[src/rtl/uart_tx_fifo_if.sv]
// Handshake bundle for uart_tx_fifo: controller write port, occupancy flags and
// the TX_EN/TX_STATUS request pair toward the UART sender.
interface uart_tx_fifo_if #(
    parameter int unsigned DEPTH_LOG2 = 4,
    parameter int unsigned DATA_W     = 8
);
    logic [DATA_W-1:0]   wr_data;
    logic                wr_en;
    logic                full;
    logic                empty;
    logic [DEPTH_LOG2:0] count;
    logic                TX_STATUS;
    logic [DATA_W-1:0]   TX_DATA;
    logic                TX_EN;
    logic                overflow;

    // master: controller + sender side
    modport master (
        output wr_data, wr_en, TX_STATUS,
        input  full, empty, count, TX_DATA, TX_EN, overflow
    );

    // slave: the FIFO itself
    modport slave (
        input  wr_data, wr_en, TX_STATUS,
        output full, empty, count, TX_DATA, TX_EN, overflow
    );
endinterface

[src/rtl/uart_tx_fifo.sv]
// Byte FIFO between UART controller and the baudclk-domain sender, holding TX_EN until acknowledged.
// Optional sticky overflow flag enabled by defining UART_TX_FIFO_OVF_EN.
module uart_tx_fifo #(
    parameter int unsigned DEPTH_LOG2 = 4,
    parameter int unsigned DATA_W     = 8
) (
    input  logic          sysclk,
    input  logic          reset,
    uart_tx_fifo_if.slave bus
);
    localparam int unsigned DEPTH = 1 << DEPTH_LOG2;
    localparam int unsigned CW    = DEPTH_LOG2 + 1;
    localparam int unsigned PW    = DEPTH_LOG2;

    typedef enum logic [1:0] {
        IDLE = 2'd0,
        REQ  = 2'd1,
        BUSY = 2'd2
    } state_t;

    state_t            state;
    logic [DATA_W-1:0] mem [DEPTH];
    logic [PW-1:0]     wr_ptr;
    logic [PW-1:0]     rd_ptr;
    logic [CW-1:0]     count_q;
    logic [CW-1:0]     count_nxt;
    logic              full_q;
    logic              empty_q;
    logic              tx_en_q;
    logic [DATA_W-1:0] tx_data_q;
    logic              ovf_q;
    logic              ts_meta;
    logic              ts_s;
    logic              do_wr;
    logic              do_pop;

    // TX_STATUS comes from the baudclk domain
    always_ff @(posedge sysclk) begin
        ts_meta <= bus.TX_STATUS;
        ts_s    <= ts_meta;
    end

    // Write uses registered full, so a same-cycle pop never frees room for it
    always_comb begin
        do_wr     = bus.wr_en && !full_q;
        do_pop    = (state == BUSY) && ts_s;
        count_nxt = count_q;
        if (do_wr && !do_pop) begin
            count_nxt = count_q + CW'(1);
        end else if (!do_wr && do_pop) begin
            count_nxt = count_q - CW'(1);
        end
    end

    always_ff @(posedge sysclk) begin
        if (do_wr) begin
            mem[wr_ptr] <= bus.wr_data;
        end
    end

    // Pointers, occupancy and the IDLE/REQ/BUSY request handshake
    always_ff @(posedge sysclk) begin
        if (reset) begin
            state     <= IDLE;
            wr_ptr    <= '0;
            rd_ptr    <= '0;
            count_q   <= '0;
            empty_q   <= 1'b1;
            full_q    <= 1'b0;
            tx_en_q   <= 1'b0;
            tx_data_q <= '0;
            ovf_q     <= 1'b0;
        end else begin
            if (do_wr) begin
                wr_ptr <= wr_ptr + PW'(1);
            end
            if (do_pop) begin
                rd_ptr <= rd_ptr + PW'(1);
            end
            count_q <= count_nxt;
            empty_q <= (count_nxt == '0);
            full_q  <= (count_nxt == CW'(DEPTH));

            // The byte stays at rd_ptr until the sender finishes it
            case (state)
                IDLE: begin
                    if ((count_q != '0) && ts_s) begin
                        tx_data_q <= mem[rd_ptr];
                        tx_en_q   <= 1'b1;
                        state     <= REQ;
                    end
                end
                REQ: begin
                    if (!ts_s) begin
                        tx_en_q <= 1'b0;
                        state   <= BUSY;
                    end
                end
                BUSY: begin
                    if (ts_s) begin
                        state <= IDLE;
                    end
                end
                default: begin
                    tx_en_q <= 1'b0;
                    state   <= IDLE;
                end
            endcase

`ifdef UART_TX_FIFO_OVF_EN
            if (bus.wr_en && full_q) begin
                ovf_q <= 1'b1;
            end
`else
            ovf_q <= 1'b0;
`endif
        end
    end

    assign bus.count    = count_q;
    assign bus.empty    = empty_q;
    assign bus.full     = full_q;
    assign bus.TX_EN    = tx_en_q;
    assign bus.TX_DATA  = tx_data_q;
    assign bus.overflow = ovf_q;
endmodule

[src/flat_wrapper.sv]
// flat-port wrapper written by rule: the top's interface ports become plain ports
module uart_tx_fifo_flat 
#(
    parameter int unsigned DEPTH_LOG2 = 4,
    parameter int unsigned DATA_W     = 8
)
  (sysclk, reset, bus_wr_data, bus_wr_en, bus_TX_STATUS, bus_full, bus_empty, bus_count, bus_TX_DATA, bus_TX_EN, bus_overflow);
  uart_tx_fifo_if #(.DEPTH_LOG2(DEPTH_LOG2), .DATA_W(DATA_W)) bus_i ();
  input  logic sysclk;
  input  logic reset;
  input wire logic [$bits(bus_i.wr_data)-1:0] bus_wr_data;
  input wire logic [$bits(bus_i.wr_en)-1:0] bus_wr_en;
  input wire logic [$bits(bus_i.TX_STATUS)-1:0] bus_TX_STATUS;
  output wire logic [$bits(bus_i.full)-1:0] bus_full;
  output wire logic [$bits(bus_i.empty)-1:0] bus_empty;
  output wire logic [$bits(bus_i.count)-1:0] bus_count;
  output wire logic [$bits(bus_i.TX_DATA)-1:0] bus_TX_DATA;
  output wire logic [$bits(bus_i.TX_EN)-1:0] bus_TX_EN;
  output wire logic [$bits(bus_i.overflow)-1:0] bus_overflow;
  assign bus_i.wr_data = bus_wr_data;
  assign bus_i.wr_en = bus_wr_en;
  assign bus_i.TX_STATUS = bus_TX_STATUS;
  assign bus_full = bus_i.full;
  assign bus_empty = bus_i.empty;
  assign bus_count = bus_i.count;
  assign bus_TX_DATA = bus_i.TX_DATA;
  assign bus_TX_EN = bus_i.TX_EN;
  assign bus_overflow = bus_i.overflow;
  uart_tx_fifo #(.DEPTH_LOG2(DEPTH_LOG2), .DATA_W(DATA_W)) u_core (.sysclk(sysclk), .reset(reset), .bus(bus_i));
endmodule
[config.mk]
export PLATFORM = sky130hd
export DESIGN_NAME = uart_tx_fifo_flat
export DESIGN_NICKNAME = d
export VERILOG_FILES = /design/src/rtl/uart_tx_fifo_if.sv /design/src/rtl/uart_tx_fifo.sv /design/src/flat_wrapper.sv
export SDC_FILE = /design/constraint.sdc
export NUM_CORES = 1
export LEC_CHECK = 0
export CAP_MARGIN = 40
export CORE_MARGIN = 10
export CORE_UTILIZATION = 43
export CTS_BUF_LIST = sky130_fd_sc_hd__clkbuf_8
export CTS_CLUSTER_DIAMETER = 150
export DETAILED_ROUTE_END_ITERATION = 10
export PLACE_DENSITY = 0.6
export SETUP_SLACK_MARGIN = 0.4
export SYNTH_ARGS = -nofsm -noshare
export SYNTH_HDL_FRONTEND = slang
export SYNTH_SLANG_ARGS = --single-unit
[constraint.sdc]
create_clock -name sysclk -period 2.96 [get_ports sysclk]
set_clock_uncertainty 0.05 [all_clocks]
set_input_delay 0.888 -clock sysclk [delete_from_list [all_inputs] [get_ports sysclk]]
set_output_delay 0.888 -clock sysclk [all_outputs]
set_load 0.01 [all_outputs]
Yosys cells after proc, flatten, opt, wreduce, memory -nomap -nowiden
Memory sizes are Yosys's and may differ from the RTL's. A register that Yosys moved wholly into a read port is not among the register bits.
Cells that the tools add are included.
Operators by class
  reduce and logical (&&, ||, !) cells: 14
  $add $sub $neg: 4
  bitwise gates (word level): 1
  multiplexer cells: 11
  equality and inequality tests: 6
Operators with widths (number)
  $mux W5: 2
  $add A4 B1 Y4 const B: 2
  $mux W2: 3
  $pmux W2 S3: 1
  $reduce_and A3 Y1: 2
  $add A5 B1 Y5 const B: 1
  $eq A5 B5 Y1 const B: 1
  $logic_and A1 B1 Y1: 5
  $logic_not A5 Y1: 1
  $reduce_bool A5 Y1: 1
  $sub A5 B1 Y5 const B: 1
  $mux W1: 4
  $ne A2 B1 Y1 const B: 2
  $logic_not A1 Y1: 3
  $pmux W1 S3: 1
  $eq A2 B1 Y1 const B: 1
  $eq A2 B2 Y1 const B: 1
  $logic_not A2 Y1: 1
  $ne A2 B2 Y1 const B: 1
  $reduce_and A2 Y1: 1
  $not A1 Y1: 1
Word-level totals
  logic and storage cells: 46
  output and inout bits: 17
  memory bits (writable): 128
  memories: 1
  register bits after elaboration: 20
  input bits: 12
Memory list
  u_core.mem: depth 16, width 8, rd ports 1, clocked after memory_dff 1, write ports 1, RTL line uart_tx_fifo.sv:22  | logic [DATA_W-1:0] mem [DEPTH];

Longest topological paths before layout
  depth in word-level cells: 7
  mapped depth: 8
  mapped depth without buffers: 7

Worst setup path before layout
No wires, ideal clock.
  path kind: input to register
  start: in bus_wr_en
  end: mem u_core.mem[3][0] (enable)
  setup time: 0.383 ns
  data arrival time: 2.091 ns
  data required time: 2.527 ns
  path buffers: 1
  stages on the path: 4
  setup slack: 0.435 ns
  cell sequence: nor2b_1 > clkbuf_1 > nand2_1 > nor3_1
Between the ends
  cells in the longest elaborated chain, start to end: 3
Ends and longest elaborated chain
  from (decl): RTL line flat_wrapper.sv:12  | input wire logic [$bits(bus_i.wr_en)-1:0] bus_wr_en;
  $logic_and A1 B1 Y1: RTL line uart_tx_fifo.sv:45  | do_wr = bus.wr_en && !full_q;
  $mux W1: RTL line uart_tx_fifo.sv:56  | if (do_wr) begin
  $mux W1 (not written as such): RTL line uart_tx_fifo.sv:57  | mem[wr_ptr] <= bus.wr_data;
  to (decl): RTL line uart_tx_fifo.sv:22
Every way passes these cells.

Worst setup path in the final report
  start: reg u_core.count_q[0], in the netlist u_core.bus.count[0]
  end: out bus_count[0]
RTL lines
  from (decl): RTL line uart_tx_fifo.sv:25  | logic [CW-1:0] count_q;
  from (signal assigned): RTL line uart_tx_fifo.sv:80  | count_q <= count_nxt;
  to (decl): RTL line flat_wrapper.sv:16  | output wire logic [$bits(bus_i.count)-1:0] bus_count;
No word-level cell between the ends.

==> metrics.md <==
| Metric | Value |
|---|---|
| RePlAce Congestion | 0.784 |
| Critical path class | register to output pin |
| Cell family with most CP delay | buffers and inverters |
| Synth cell types | 41 |
| Gate Count Post-Synth | 359 |
| Slew Viols, Final | 0 |
| Root buffer cell | clkbuf_8 |
| Status | finished clean |
| Vias/cell | 5.36 |
| Maximum clock rate | 403 MHz |
| DRC errors left | 0 |
| Worst slew pin tran | around 0.9 ns |
| CP max stage delay | around 0.60 ns |
| Antenna violations before repair | 0 |
| Buf+Inv Stages, Crit Path | 1 |
| Simple-Gate Fraction of Synth Area | 6.49% |
| Final setup violation count | 0 |
| Total die area | 19600 sq um |
| P&R area growth vs syn | 15.8% |
| CP Data Required Time | 2.02 ns |
| Total CTS buffers | 17 |
| Hold Crit Class | register to register |
| Port Buf Inserts | 27 |
| Post-route ant nets | 0 |
| First-pass GRT wire length | 18600 um |
| Sequential area share after synthesis | ~70% |
| Worst setup SP type | register |
| Share of cells above drive strength 1 | 24.0% |
| Pin count of the biggest net entering global routing | 35 |
| Synth Area in Compound Gates | 2.99% |
| PwrDens | 607 nW/um^2 |
| Cell Area, Synth | around 6200 sq um |
| DRT iter0 DRCs | 200 |
| Max_cap viols | 0 |
| Vias in the first global route | 3209 |
| Clock-pin slew on the worst setup and hold paths | 0.08 ns |
| Core area | 14000 sq um |
| Primary FF master, synth | edfxtp_1 |
| Post-layout min period | 2.48 ns |
| Largest family of logic cells by synthesized area | multiplexers |
| Hold Slack | ~0.31 ns |
| CTS tree | yes |
| Post-synthesis mux area share | 14.4% |
| Hold_buf cts | 0 |
| Final HPWL DP | between 7000 and 8000 um |
| RSZ-0062 raised after global routing | false |
| Die H | 140 um |
| Critical path cell sequence | clkdlybuf4s50_1 |
| Mapped Nets | 378 |
| Worst-skew pair later-pin latency | 0.46 ns |
| Via count | 3214 |
| Total Wirelength | 12000 um |
| Post-synthesis adder-cell area fraction | 1.41% |
| Number of flops mapped to enable cells by yosys | between 100 and 150 |
| Slew headroom | 41.1% |
| DR WL/cell | ~20 um |
| Overall Global Routing Usage | 12.6% |
| IO Pins | 29 |
| Lkg Pwr | 2.30 nW |
| Drt first pass iters | 4 |
| ANT cells | 0 |
| CP Capture Type | output pin |
| Mapped Avg Cell Area | about 17 sq um |
| Fillers | 1141 |
| DIE WIDTH | 140 um |
| Post-cts resize count | 0 |
| Num rows | 43 |
| Ys Warns | 0 |
| Postcts setup bufs | 0 |
| Synthesized flop and latch total | 156 |
| Clock sink count | 156 |
| Critical Path AT | 1.54 ns |
| H-Tree Depth | 4 |
| Total Nets Final | 426 |
| Peak VDD IR | 0.271 mV |
| Starting Density | 44.2% |
| Ys async rst share | 0% |
| CP max stage cell | clkdlybuf4s50_1 |
| Fin. Hold Viols | 0 |
| Crit-path max FO | 8 |
| CTS max path bufs | 2 |
| Setup TNS | 0 ns |
| XOR/XNOR Fraction of Synth Area | 1.41% |
| Period utilization | a little over four fifths |
| Overflow after GRT | 0 |
[metal layers]
layer,global-route usage (%),vias up,share of wire [%]
met5,0,-,0
met4,6.03,0,1.8
met3,3.52,20,4.9
met2,20.2,75,49
met1,15.3,1633,44
li1,-,1486,-
[power breakdown]
| group | internal [W] | switching [W] |
|---|---|---|
| sequential | 0.00242 | 0.0000342 |
| clock | 0.000830 | 0.000769 |
| combinational | 0.000140 | 0.000156 |
| total | 0.00339 | 0.000960 |
[cell families after synthesis]
logic type | after synthesis
DFF | 156
and+or+nand+nor | 82
muxes | 48
AOI/OAI and AO/OA | 29
buffers and inverters | 26
xor gates and xnor gates | 10
adders and majority gates | 7
other | 1
[cell type report]
type                       instances  area [sq um]  area share (%)
sequential                       156          4410            61.5
clock buffer                      17           234            3.26
inverter                           5          18.8           0.262
tap                              180           225            3.14
timing repair buffer              50           455            6.35
multi-input combinational        177          1660            23.1
clock inverter                    15           173            2.41
[synthesized netlist by cell type (3+ instances only)]
library cell / count / share of area, %
mux2_2: 8 / 1.5
xor2_1: 6 / 0.85
nand2_1: 14 / 0.85
dfxtp_1: 28 / 9.1
a211oi_1: 8 / 0.97
nor2_1: 39 / 2.4
a21oi_1: 12 / 0.97
mux4_2: 32 / 12
nand2b_1: 4 / 0.40
ha_1: 7 / 1.4
mux2i_1: 8 / 1.3
clkbuf_1: 10 / 0.61
buf_2: 4 / 0.32
edfxtp_1: 128 / 62
nor3_1: 8 / 0.65
buf_4: 3 / 0.36
o21ai_0: 3 / 0.24
inv_1: 5 / 0.30
xnor2_1: 4 / 0.57
[sequential cells by signal, indices dropped and copies added, names as in the netlist]
register	flops
u_core.bus.empty	1
u_core.wr_ptr	4
u_core.bus.count	5
u_core.bus.TX_DATA	8
u_core.ts_meta	1
u_core.state	2
u_core.bus.full	1
u_core.ts_s	1
u_core.mem	128
u_core.bus.TX_EN	1
u_core.rd_ptr	4
[per-stage QoR]
| stage | total power, W | area [sq um] | setup slack [ns] | cells | util [%] |
|---|---|---|---|---|---|
| final | 0.00435 | 7170 | 0.477 | 600 | 51.2 |
| after CTS | 0.00441 | 7170 | 0.449 | 600 | 51.2 |
| after global placement | 0.00281 | 6760 | 0.371 | 568 | 48.3 |
| after detailed placement | 0.00281 | 6760 | 0.332 | 568 | 48.3 |
| after global routing | 0.00453 | 7170 | 0.409 | 600 | 51.2 |
| after floorplan | 0.00266 | 6190 | 0.435 | 359 | - |
[cells in the final DEF (no fill, tap or decap), types with 4 or more instances in the layout]
| master | n |
|---|---|
| nand2b_1 | 4 |
| xor2_1 | 6 |
| mux4_2 | 32 |
| buf_4 | 22 |
| nor3_1 | 8 |
| clkbuf_8 | 17 |
| a211oi_1 | 8 |
| dfxtp_1 | 27 |
| inv_1 | 6 |
| ha_1 | 7 |
| nor2_1 | 39 |
| mux2i_1 | 8 |
| edfxtp_1 | 128 |
| a21oi_1 | 12 |
| clkdlybuf4s50_1 | 27 |
| xnor2_1 | 4 |
| mux2_2 | 8 |
| nand2_1 | 14 |
[worst paths after layout]
| path | from | to | slack (ns) | cells after the start |
|---|---|---|---|---|
| setup / recovery | u_core.bus.count[0] | bus_count[0] | 0.48 | 1 |
| hold / removal | u_core.ts_meta | u_core.ts_s | 0.31 | 0 |
| hold reg to reg | u_core.ts_meta | u_core.ts_s | 0.31 | 0 |
| setup reg to reg | u_core.bus.count[0] | u_core.bus.TX_DATA[0] | 0.71 | 7 |
No activity file was read; power rests on OpenSTA's default activity.
